$ cat config.mk
export PLATFORM = sky130hd
export DESIGN_NAME = sha_wb_master_flat
export DESIGN_NICKNAME = d
export VERILOG_FILES = /design/src/rtl/sha_wb_master_if.sv /design/src/rtl/sha_wb_master.sv /design/src/flat_wrapper.sv
export SDC_FILE = /design/constraint.sdc
export NUM_CORES = 1
export LEC_CHECK = 0
export CAP_MARGIN = 20
export CORE_ASPECT_RATIO = 0.7
export CORE_MARGIN = 8
export CORE_UTILIZATION = 30
export CTS_CLUSTER_SIZE = 25
export DETAILED_ROUTE_END_ITERATION = 12
export GPL_ROUTABILITY_DRIVEN = 0
export PLACE_DENSITY_LB_ADDON = 0.05
export SLEW_MARGIN = 20
export SYNTH_ARGS = -nofsm -noshare
export SYNTH_HDL_FRONTEND = slang
export SYNTH_SLANG_ARGS = --single-unit
export TNS_END_PERCENT = 1
$ cat constraint.sdc
create_clock -name clk -period 26.8 [get_ports clk]
set_clock_uncertainty 0.1 [all_clocks]
set_input_delay 4.02 -clock clk [delete_from_list [all_inputs] [get_ports clk]]
set_output_delay 4.02 -clock clk [all_outputs]
set_load 0.01 [all_outputs]
$ cat src/rtl/sha_wb_master_if.sv
// Wishbone classic bus bundle between the SHA feeder master and the SHA slave port.
interface sha_wb_master_if #(
   parameter int BITS = 32
);
   logic            cyc;
   logic            stb;
   logic            we;
   logic [3:0]      sel;
   logic [31:0]     adr;
   logic [BITS-1:0] dat_w;
   logic [BITS-1:0] dat_r;
   logic            ack;

   modport master (output cyc, stb, we, sel, adr, dat_w, input dat_r, ack);
   modport slave  (input cyc, stb, we, sel, adr, dat_w, output dat_r, ack);
endinterface

$ cat src/rtl/sha_wb_master.sv
// Wishbone classic master: writes one message block to the SHA slave, then reads the digest back.
// Optional ack watchdog with sticky timeout_err is built when SHA_WB_MASTER_TIMEOUT_EN is defined.
//
// state  | meaning
// IDLE   | waiting for start
// WR_REQ | write strobe for block word idx, held until ack
// WR_GAP | one stb-low cycle after a write ack
// RD_REQ | read strobe for digest word idx, held until ack
// RD_GAP | one stb-low cycle after a read ack
// FIN    | bus released, done pulse
module sha_wb_master #(
   parameter int          BITS           = 32,
   parameter int          BLOCK_WORDS    = 16,
   parameter int          DIGEST_WORDS   = 5,
   parameter logic [31:0] BASE_ADR       = 32'h3000_0000,
   parameter logic [31:0] RD_OFFSET      = 32'h0000_0040,
   parameter int          TIMEOUT_CYCLES = 1023
) (
   input  logic                         clk,
   input  logic                         rst,
   input  logic                         start,
   input  logic [BLOCK_WORDS*BITS-1:0]  block_i,
   output logic                         busy,
   output logic                         done,
   output logic                         timeout_err,
   output logic [DIGEST_WORDS*BITS-1:0] digest_o,
   sha_wb_master_if.master              wb
);
   localparam logic [2:0] ST_IDLE   = 3'd0;
   localparam logic [2:0] ST_WR_REQ = 3'd1;
   localparam logic [2:0] ST_WR_GAP = 3'd2;
   localparam logic [2:0] ST_RD_REQ = 3'd3;
   localparam logic [2:0] ST_RD_GAP = 3'd4;
   localparam logic [2:0] ST_FIN    = 3'd5;

   localparam int IDX_N = (BLOCK_WORDS > DIGEST_WORDS) ? BLOCK_WORDS : DIGEST_WORDS;
   localparam int IDX_W = (IDX_N > 1) ? $clog2(IDX_N) : 1;
   localparam logic [IDX_W-1:0] WR_LAST = IDX_W'(BLOCK_WORDS - 1);
   localparam logic [IDX_W-1:0] RD_LAST = IDX_W'(DIGEST_WORDS - 1);

   logic [2:0]       state;
   logic [IDX_W-1:0] idx;
   logic [BITS-1:0]  blk_q [BLOCK_WORDS];
   logic [BITS-1:0]  dig_q [DIGEST_WORDS];
   logic [BITS-1:0]  wr_word;
   logic [31:0]      word_off;
   logic             abort;

`ifdef SHA_WB_MASTER_TIMEOUT_EN
   localparam int WAIT_W = ($clog2(TIMEOUT_CYCLES + 1) > 10) ? $clog2(TIMEOUT_CYCLES + 1) : 10;
   logic [WAIT_W-1:0] wait_cnt;
   logic              err_q;

   // Counter is held at zero outside the strobe states, so it restarts on every request.
   always_ff @(posedge clk) begin
      if (rst || !wb.stb || wb.ack) begin
         wait_cnt <= '0;
      end else begin
         wait_cnt <= wait_cnt + 1'b1;
      end
   end

   assign abort = wb.stb && !wb.ack && (wait_cnt == WAIT_W'(TIMEOUT_CYCLES - 1));

   always_ff @(posedge clk) begin
      if (rst) begin
         err_q <= 1'b0;
      end else if (state == ST_IDLE && start) begin
         err_q <= 1'b0;
      end else if (abort) begin
         err_q <= 1'b1;
      end
   end

   assign timeout_err = err_q;
`else
   assign abort       = 1'b0;
   assign timeout_err = 1'b0;
`endif

   always_ff @(posedge clk) begin
      if (rst) begin
         state <= ST_IDLE;
         idx   <= '0;
         for (int j = 0; j < BLOCK_WORDS; j++) blk_q[j] <= '0;
         for (int j = 0; j < DIGEST_WORDS; j++) dig_q[j] <= '0;
      end else begin
         case (state)
            ST_IDLE: begin
               if (start) begin
                  for (int j = 0; j < BLOCK_WORDS; j++)
                     blk_q[j] <= block_i[(BLOCK_WORDS-1-j)*BITS +: BITS];
                  idx   <= '0;
                  state <= ST_WR_REQ;
               end
            end
            ST_WR_REQ: begin
               if (wb.ack)     state <= ST_WR_GAP;
               else if (abort) state <= ST_IDLE;
            end
            ST_WR_GAP: begin
               if (idx == WR_LAST) begin
                  idx   <= '0;
                  state <= ST_RD_REQ;
               end else begin
                  idx   <= idx + 1'b1;
                  state <= ST_WR_REQ;
               end
            end
            ST_RD_REQ: begin
               if (wb.ack) begin
                  for (int j = 0; j < DIGEST_WORDS; j++)
                     if (idx == IDX_W'(j)) dig_q[j] <= wb.dat_r;
                  state <= ST_RD_GAP;
               end else if (abort) begin
                  state <= ST_IDLE;
               end
            end
            ST_RD_GAP: begin
               if (idx == RD_LAST) begin
                  state <= ST_FIN;
               end else begin
                  idx   <= idx + 1'b1;
                  state <= ST_RD_REQ;
               end
            end
            ST_FIN:  state <= ST_IDLE;
            default: state <= ST_IDLE;
         endcase
      end
   end

   always_comb begin
      wr_word = '0;
      for (int j = 0; j < BLOCK_WORDS; j++)
         if (idx == IDX_W'(j)) wr_word = blk_q[j];
   end

   assign word_off = 32'(idx) << 2;

   // Bus outputs decode straight from the registered state, so they are glitch-free per cycle.
   always_comb begin
      wb.cyc   = (state == ST_WR_REQ) || (state == ST_WR_GAP) ||
                 (state == ST_RD_REQ) || (state == ST_RD_GAP);
      wb.stb   = (state == ST_WR_REQ) || (state == ST_RD_REQ);
      wb.we    = (state == ST_WR_REQ);
      wb.sel   = (state == ST_WR_REQ) ? 4'hF : 4'h0;
      wb.adr   = '0;
      wb.dat_w = '0;
      if (state == ST_WR_REQ) begin
         wb.adr   = BASE_ADR + word_off;
         wb.dat_w = wr_word;
      end else if (state == ST_RD_REQ) begin
         wb.adr   = BASE_ADR + RD_OFFSET + word_off;
      end
   end

   always_comb begin
      digest_o = '0;
      for (int j = 0; j < DIGEST_WORDS; j++)
         digest_o[(DIGEST_WORDS-1-j)*BITS +: BITS] = dig_q[j];
   end

   assign busy = (state != ST_IDLE);
   assign done = (state == ST_FIN);
endmodule

$ cat src/flat_wrapper.sv
// flat-port wrapper written by rule: the top's interface ports become plain ports
module sha_wb_master_flat 
#(
   parameter int          BITS           = 32,
   parameter int          BLOCK_WORDS    = 16,
   parameter int          DIGEST_WORDS   = 5,
   parameter logic [31:0] BASE_ADR       = 32'h3000_0000,
   parameter logic [31:0] RD_OFFSET      = 32'h0000_0040,
   parameter int          TIMEOUT_CYCLES = 1023
)
  (clk, rst, start, block_i, busy, done, timeout_err, digest_o, wb_cyc, wb_stb, wb_we, wb_sel, wb_adr, wb_dat_w, wb_dat_r, wb_ack);
  sha_wb_master_if #(.BITS(BITS)) wb_i ();
  input  logic clk;
  input  logic rst;
  input  logic start;
  input  logic [BLOCK_WORDS*BITS-1:0] block_i;
  output logic busy;
  output logic done;
  output logic timeout_err;
  output logic [DIGEST_WORDS*BITS-1:0] digest_o;
  output wire logic [$bits(wb_i.cyc)-1:0] wb_cyc;
  output wire logic [$bits(wb_i.stb)-1:0] wb_stb;
  output wire logic [$bits(wb_i.we)-1:0] wb_we;
  output wire logic [$bits(wb_i.sel)-1:0] wb_sel;
  output wire logic [$bits(wb_i.adr)-1:0] wb_adr;
  output wire logic [$bits(wb_i.dat_w)-1:0] wb_dat_w;
  input wire logic [$bits(wb_i.dat_r)-1:0] wb_dat_r;
  input wire logic [$bits(wb_i.ack)-1:0] wb_ack;
  assign wb_cyc = wb_i.cyc;
  assign wb_stb = wb_i.stb;
  assign wb_we = wb_i.we;
  assign wb_sel = wb_i.sel;
  assign wb_adr = wb_i.adr;
  assign wb_dat_w = wb_i.dat_w;
  assign wb_i.dat_r = wb_dat_r;
  assign wb_i.ack = wb_ack;
  sha_wb_master #(.BITS(BITS), .BLOCK_WORDS(BLOCK_WORDS), .DIGEST_WORDS(DIGEST_WORDS), .BASE_ADR(BASE_ADR), .RD_OFFSET(RD_OFFSET), .TIMEOUT_CYCLES(TIMEOUT_CYCLES)) u_core (.clk(clk), .rst(rst), .start(start), .block_i(block_i), .busy(busy), .done(done), .timeout_err(timeout_err), .digest_o(digest_o), .wb(wb_i));
endmodule
**Word level (Yosys, flattened, before mapping)**

Memory sizes are Yosys's and may differ from the RTL's.
Index checks and enable logic that the tools add are counted.

- $add $sub $neg: 3
- $mul: 0
- Divide/modulo/power cells: 0
- Magnitude comparators: 0
- Equality and inequality tests: 24
- Shift-type cells: 0
- Mux-type cells: 82
- Bitwise operators: 21
- Reductions and logical operators: 10

Operators by type and width:

| cell | count |
|---|---|
| $mux 32 | 40 |
| $add 30x6->31 const A | 2 |
| $eq 4x4->1 const B | 8 |
| $mux 1 | 31 |
| $or 1x1->1 | 21 |
| $eq 4x3->1 const B | 4 |
| $mux 4 | 4 |
| $pmux 3 s5 | 1 |
| $mux 3 | 4 |
| $pmux 4 s3 | 1 |
| $eq 4x2->1 const B | 2 |
| $eq 3x2->1 const B | 2 |
| $eq 3x3->1 const B | 2 |
| $ne 2x2->1 const B | 3 |
| $reduce_and 3->1 | 2 |
| $reduce_bool 3->1 | 2 |
| $add 4x1->4 const B | 1 |
| $eq 4x1->1 const B | 1 |
| $logic_not 4->1 | 1 |
| $logic_or 1x1->1 | 4 |
| $eq 3x1->1 const B | 1 |
| $logic_not 3->1 | 1 |
| $mux 2 | 1 |
| $ne 2x1->1 const B | 1 |

- Register bits after elaboration: 7
- Latch bits: 0
- Memory bits (writable): 672
- Bits in read-only memories: 0
- Output and inout port bits: 234
- Logic and storage cells: 144
- Memories kept: 2

Memories:

| name | depth | width | read ports | clocked after Yosys merged registers in | wr ports | RTL line | RTL |
|---|---|---|---|---|---|---|---|
| u_core.blk_q | 16 | 32 | 16 | 0 | 16 | sha_wb_master.sv:43 | `logic [BITS-1:0] blk_q [BLOCK_WORDS];` |
| u_core.dig_q | 5 | 32 | 5 | 0 | 5 | sha_wb_master.sv:44 | `logic [BITS-1:0] dig_q [DIGEST_WORDS];` |

**Depth between registers and ports, before layout**

Gate-level depths: netlist (run 1).

- Word-level depth: 18
- Mapped depth: 11
- Depth with buffers taken out: 7

**Worst setup path before layout (run 1)**

OpenSTA, ideal clock, no wires.

- Path type: in2reg
- Start: input rst
- End: memory u_core.blk_q[0][0] (enable)
- Setup time: 879 ps
- Data arrival time: 14,501 ps
- Required time: 25,821 ps
- Path slack: 11,320 ps
- Cell stages on the path: 2
- Buffers on the path: 1
- Path through: clkbuf_1 > a21o_1

RTL lines:

| element | RTL line | RTL |
|---|---|---|
| start, declared | flat_wrapper.sv:14 | `input logic rst;` |
| end, declared | sha_wb_master.sv:43 |  |

**Worst setup path after layout (run 1)**

- Start: register u_core.idx[0]
- End: output wb_dat_w[0]

- Word-level cells in the longest chain between the ends: 18
- Elaborated cells on any way between the ends: 33
- Those cells by class: eq/ne: 15; mux: 17; reduce/logical: 1

RTL lines:

| element | RTL line | RTL |
|---|---|---|
| start, declared | sha_wb_master.sv:42 | `logic [IDX_W-1:0] idx;` |
| start signal, assigned | sha_wb_master.sv:106 | `idx <= idx + 1'b1;` |
| start signal, assigned | sha_wb_master.sv:123 | `idx <= idx + 1'b1;` |
| $logic_not 4->1 | sha_wb_master.sv:136 | `if (idx == IDX_W'(j)) wr_word = blk_q[j];` |
| $mux 32 (15 in a row) | sha_wb_master.sv:136 |  |
| $mux 32 * | sha_wb_master.sv:136 |  |
| $mux 32 * | sha_wb_master.sv:150 | `if (state == ST_WR_REQ) begin` |
| end, declared | flat_wrapper.sv:26 | `output wire logic [$bits(wb_i.dat_w)-1:0] wb_dat_w;` |

Every way passes the cells marked *; elsewhere a longest branch is shown, timed or not.

==> metrics, run 1 <==
Die Span X=391 um; Synthesis Warnings=0; row cnt=96; HP Class=reg2reg; fillers=between 9000 and 10000; Crit Path Class=reg2out; DR WL/cell=~27 um; postcts setup bufs=0; worst-path maximum fanout=58; FF+latch area=20300 um2; Synth cell types=50; switching power=around 0.00063 W; Setup-failing EPs final=0; cts bufs inserted=75; Design Power=approximately 0.0026 W; total track usage=20.1%; clock latency on the worst-skew pair=just over 600 ps; max cap viols=0; Worst Hold End=u_core.idx[1]; design area=40700 um2; WHS Path Cells=2; setup slack at placement=17420 ps; Tcrit/Tclk final=between 30% and 40%; FF-to-FF path depth=6; slew margin rel.=28.0%; post-synthesis register bit count=between 600 and 700; Die Y=~280 um; CP endpoint kind=output port; synthesis-to-finish area growth=38.0%; critical path arrival=5370 ps; DRC viols=0; Placed Area=38300 um2; Clock power frac=between 30% and 40%; DR vias/cell=4.83; PortBufs=755; EDFF count, synth=672; aggregate global routing overflow=0; Mapped Cells=2123; Max Freq=around 0.11 GHz; largest net degree at the start of global routing=about 280; Tightest Pin Transition=between 1000 and 1500 ps; fin nets=3364; Pleak=between 10 and 15 nW; RSZ-0062 raised after global routing=no; wirelength, routed=roughly 110000 um; Comb pwr share=12.5%; area leader, netlist=edfxtp_1; maximum root-to-sink buffer count=3; RR Startpoint=u_core.state[1]; Synth top area share=68.4%; most frequent cell after synthesis=edfxtp_1; sw frac=roughly 24%; Hold Buf Count CTS=0; post-CTS sizing=0; mean cell area of the mapped netlist=about 14 um2; hold_ws=between 500 and 600 ps; vias in the first global route=between 20000 and 25000; peak supply drop=roughly 0.000040 V; CTS tree=done; run status=finished, final reports clean; setup TNS=0 ps; area of the multi-input gates=8300 um2; top_reg_cell synth=edfxtp_1; DP HPWL=roughly 80000 um; Seq pwr share=49.5%; async set-reset flop share out of synthesis=0%; first-pass GRT wire length=159000 um; IO Count=782; internal cell power=0.00197 W; Max Slew Vio Count=0; # clock sinks=679; post-layout min period=9490 ps; flop2flop setup slack=approximately 21000 ps; core footprint=between 90000 and 100000 um2; hold_sp=u_core.idx[1]; post-synthesis cell area=roughly 30000 um2; Starting Density=between 30% and 40%; Post-DRT Antenna Nets=0; PwrDens=around 64 nW/um2; clk slew on worst S/H paths=around 70 ps; Final WS setup=about 17000 ps; Synth top cells by count=edfxtp_1, and2_1, nor2b_1; Final Hold Fails=0; router iterations before antenna repair=5; fraction of layout cells with a size suffix above 1=7.00%; CP Data Required Time=22680 ps; DR iter-0 viols=1484; antenna violations before repair=21; R2R Path End=u_core.blk_q[1][160]; routed vias=between 20000 and 25000; sequential area share after synthesis=slightly below 70%; Synth area leaders=edfxtp_1, and2_1, nor2b_1; H-tree depth=3; Root Buffer=clkbuf_16; type of origin of the critical path=flop; die area=about 110000 um2
==> sequential cells by signal, summed over array words and instances, names as in the netlist <==
signal        flops
u_core.idx        4
u_core.state      3
u_core.dig_q    160
u_core.blk_q    512
==> how the worst max path moves through the flow <==
stage | start | to | slack (ps) | cells past startpoint
after floorplan | rst | u_core.blk_q[0][0] | 11320 | 2
after global routing | u_core.idx[0] | wb_dat_w[0] | 17060 | 9
after CTS | u_core.idx[0] | wb_dat_w[0] | 17160 | 9
after detailed placement | rst | u_core.blk_q[1][134] | 17420 | 6
final | u_core.idx[0] | wb_dat_w[0] | 17310 | 9
after global placement | rst | u_core.blk_q[1][134] | 17550 | 6
==> power groups by stage <==
stage	registers [W]	clock network [W]	logic, W
2_1_floorplan	0.00133	0	0.000139
3_3_place_gp	0.00131	0	0.000331
3_5_place_dp	0.00131	0	0.000331
4_1_cts	0.00129	0.00102	0.000333
5_1_grt	0.00130	0.00106	0.000349
6_report	0.00129	0.000992	0.000325
==> critical path, stage by stage, from the launching register on <==
cell             delay (ps)
dfxtp_1                 520
ha_4                    360
buf_4                   750
or2_2                   230
buf_4                   450
o21a_2                  880
a21oi_1                  60
and2_0                  200
a221oi_1                520
clkdlybuf4s50_1         670
==> per-stage QoR <==
step | util (%) | cells
2_1_floorplan | - | 2148
3_3_place_gp | 39.1 | 4053
3_5_place_dp | 39.2 | 4056
4_1_cts | 41.5 | 4193
5_1_grt | 41.6 | 4203
6_report | 41.6 | 4205
==> placed cells by master (no fill, tap or decap), types with 5 or more instances in the layout <==
cell and count:
clkdlybuf4s50_1 754, edfxtp_1 672, and2_1 357, nor2b_1 195
a21oi_1 163, clkbuf_16 76, o221ai_1 65, a221o_1 62
o21ai_0 62, nor2_1 43, inv_1 36, a221oi_1 35
nand3b_1 32, a211o_1 32, and2_0 31, a22oi_1 31
a221oi_2 30, buf_4 30, conb_1 26, clkinv_1 19
clkinv_2 18, clkbuf_1 11, diode_2 10, a21o_1 6
dfxtp_1 5
==> kinds of logic (layout without fill, tap and decap cells) <==
kind of cell / Yosys count / in the layout / share of synthesized area [%]
xor+xnor: 4 / 4 / 0.119
buf+inv: 244 / 968 / 3.70
fa+ha+maj: 4 / 4 / 0.170
flops: 679 / 679 / 68.9
other cells: 1 / 36 / 0.0127
simple gates: 691 / 691 / 14.4
mux: 3 / 3 / 0.106
compound gates: 497 / 497 / 12.6
==> metal layers <==
metal | track usage [%] | up-vias | wire length (um) | share of wire [%]
met4 | 5.17 | 14 | 2610 | 2.3
met3 | 3.89 | 135 | 6330 | 5.5
met1 | 24.7 | 10209 | 45500 | 40
li1 | - | 9298 | - | -
met5 | 0 | - | 101 | 0.089
met2 | 36.1 | 651 | 59500 | 52
==> cell type report <==
| type | count | share of cell area (%) |
|---|---|---|
| Clock inverter | 50 | 0.867 |
| Antenna cell | 10 | 0.0615 |
| Clock buffer | 87 | 4.77 |
| Timing Repair Buffer | 792 | 19.5 |
| Multi-Input combinational cell | 1225 | 20.4 |
| Inverter | 39 | 0.360 |
| Sequential cell | 679 | 49.9 |
| Tap cell | 1323 | 4.07 |
Note: power is estimated with default switching activity, not from simulation.
==> inputs of run 2 (changes only) <==
==> constraint.sdc (replaced) <==
create_clock -name clk -period 9.7 [get_ports clk]
set_clock_uncertainty 0.1 [all_clocks]
set_input_delay 1.455 -clock clk [delete_from_list [all_inputs] [get_ports clk]]
set_output_delay 1.455 -clock clk [all_outputs]
set_load 0.01 [all_outputs]
==> run 2 against run 1 <==
Net effect: cell area is 0.41% higher; flip-flop and latch count stayed put; first-iteration DRC count is 2.5% higher; worst setup slack worse by 15000 ps; power grew to 2.8 times the previous value; worst hold slack worse by 22 ps; register-to-register slack worse by 16000 ps; clock power grew to 2.9 times the previous value; non-clock buffer count is 3 lower; final cell count is 0.33% higher; global-route usage is 0.38 points higher; sequential share of layout area is 0.20 points lower.
==> metrics, run 2 (same netlist as run 1, synthesis figures left out) <==
run status=finished, final reports clean; fraction of layout cells with a size suffix above 1=6.86% (-0.14 points); Top reg by flops=u_core.blk_q; DP HPWL=80400 um (about the same); largest net degree at the start of global routing=283 (+1.4%); CP Data Required Time=8150 ps (-14530 ps); DRC viols=0 (unchanged); fin nets=3362 (-0.059%); Tightest Pin Transition=1110 ps (+26.6 ps); row cnt=96 (unchanged); CTS tree=done; Die Y=278 um (unchanged); commonest non-fill, non-tap cells in the layout=clkdlybuf4s50_1, edfxtp_1, and2_1; FF+latch area=20300 um2 (unchanged); worst path cell trace=inv_1 > ha_4 > buf_4 > buf_4 > o21a_2 > a21oi_1 > and2_0 > a221oi_1 > clkdlybuf4s50_1; die area=109000 um2 (unchanged); Starting Density=30.2% (unchanged); # clock sinks=679 (unchanged); cts bufs inserted=76 (+1.3%); CP endpoint kind=output port; antenna violations before repair=34 (+62%); Max Freq=around 0.14 GHz; Tcrit/Tclk final=about three quarters; peak supply drop=0.000107 V (+170%); WP buf/inv=4 (+1); routed vias=20572 (+1.3%); RSZ-0062 raised after global routing=no; PortBufs=755 (unchanged); clock latency on the worst-skew pair=640 ps (+30 ps); aggregate global routing overflow=0 (unchanged); CP most frequent cell=buf_4; total track usage=20.5% (+0.38 points); DR vias/cell=4.88 (+0.97%); vias in the first global route=21762 (+2.0%); DR WL/cell=27.6 um (+1.6%); Final Hold Fails=0 (unchanged); fillers=9171 (-0.61%); Pleak=14.4 nW (+0.30%); commonest non-fill, non-tap cell in the layout=clkdlybuf4s50_1; Worst path max stage delay=970 ps (+90 ps); area of the multi-input gates=8310 um2 (+0.15%); DR iter-0 viols=1521 (+2.5%); setup TNS=0 ps (unchanged); Setup-failing EPs final=0 (unchanged); max FFs per register=512 (unchanged); post-CTS sizing=0 (unchanged); first-pass GRT wire length=161000 um (+1.4%); H-tree depth=3 (unchanged); Top Registers=u_core.blk_q (512), u_core.dig_q (160), u_core.idx (4); synthesis-to-finish area growth=38.5%; post-layout min period=7270 ps; post-layout util=41.8% (+0.17 points); PwrDens=181 nW/um2 (+180%); HP Class=reg2reg; worst-path maximum fanout=75 (+29%); maximum root-to-sink buffer count=3 (unchanged); Root Buffer=clkbuf_16; Max Slew Vio Count=0 (unchanged); Die Span X=391 um (unchanged); IO Count=782 (unchanged); slew margin rel.=26.2% (-1.8 points); router iterations before antenna repair=5 (unchanged); max cap viols=0 (unchanged); wirelength, routed=116000 um (+1.9%); clk slew on worst S/H paths=60 ps (about the same); Hold Buf Count CTS=0 (unchanged); type of origin of the critical path=flop; postcts setup bufs=0 (unchanged); Crit Path Class=reg2out; core footprint=97800 um2 (unchanged); Post-DRT Antenna Nets=0 (unchanged); Crit-path slowest cell=o21a_2; critical path's top delay family=buffers and inverters; critical path arrival=5710 ps (+340 ps)
run 2: cell count changes in the layout (fill, tap and decap cells not counted), sizes merged:
cell,change
clkbuf,+5
clkinvlp,+2
bufinv,+4
diode,+14
clkinv,-4
buf,-4
inv,-3
run 2: layer usage:
metal,GRT usage [%],part of all wire (%),up-vias
met4,7.10,2.6,8
met3,4.59,5.9,153
li1,-,-,9311
met1,24.3,39,10414
met2,36.4,52,686
met5,0,0.036,-
run 2: final timing paths:
kind                            slack, ps  cells past startpoint                   to       startpoint
worst max-delay path                 2430                      9          wb_dat_w[0]    u_core.idx[0]
worst min-delay path                  550                      2      u_core.state[2]  u_core.state[2]
worst max register to register       5460                      9  u_core.dig_q[0][99]    u_core.idx[0]
worst min register to register        550                      2      u_core.state[2]  u_core.state[2]
run 2: tightest hold or removal path: stages (launching register included):
cell and delay [ps]:
dfxtp_1 420, nand3_1 120, a21oi_1 60
run 2: through the flow:
| step | std cells | hold slack, ps | setup WS, ps | cell area, um2 | total power (W) |
|---|---|---|---|---|---|
| 2_1_floorplan | 2148 | 440 | 1310 | 29600 | 0.00404 |
| 3_3_place_gp | 4052 | 518 | 3070 | 38300 | 0.00454 |
| 3_5_place_dp | 4052 | 540 | 3060 | 38300 | 0.00455 |
| 4_1_cts | 4192 | 546 | 2330 | 40700 | 0.00749 |
| 5_1_grt | 4214 | 591 | 2180 | 40900 | 0.00765 |
| 6_report | 4219 | 549 | 2430 | 40900 | 0.00738 |
run 2: cell type report:
class,count,area share (%)
sequential,679,49.7
multi-input combinational,1225,20.3
timing repair buffer,789,19.3
clock buffer,91,4.95
tap,1323,4.05
clock inverter,49,1.07
inverter,39,0.358
antenna,24,0.147
run 2: report_power, final:
group	internal, W	total, W	leakage [nW]	switching (W)
Clock	0.00168	0.00291	1.19	0.00123
Sequential	0.00349	0.00357	7.16	0.0000772
Combinational	0.000441	0.000902	6.03	0.000461
Total	0.00561	0.00738	14.4	0.00177
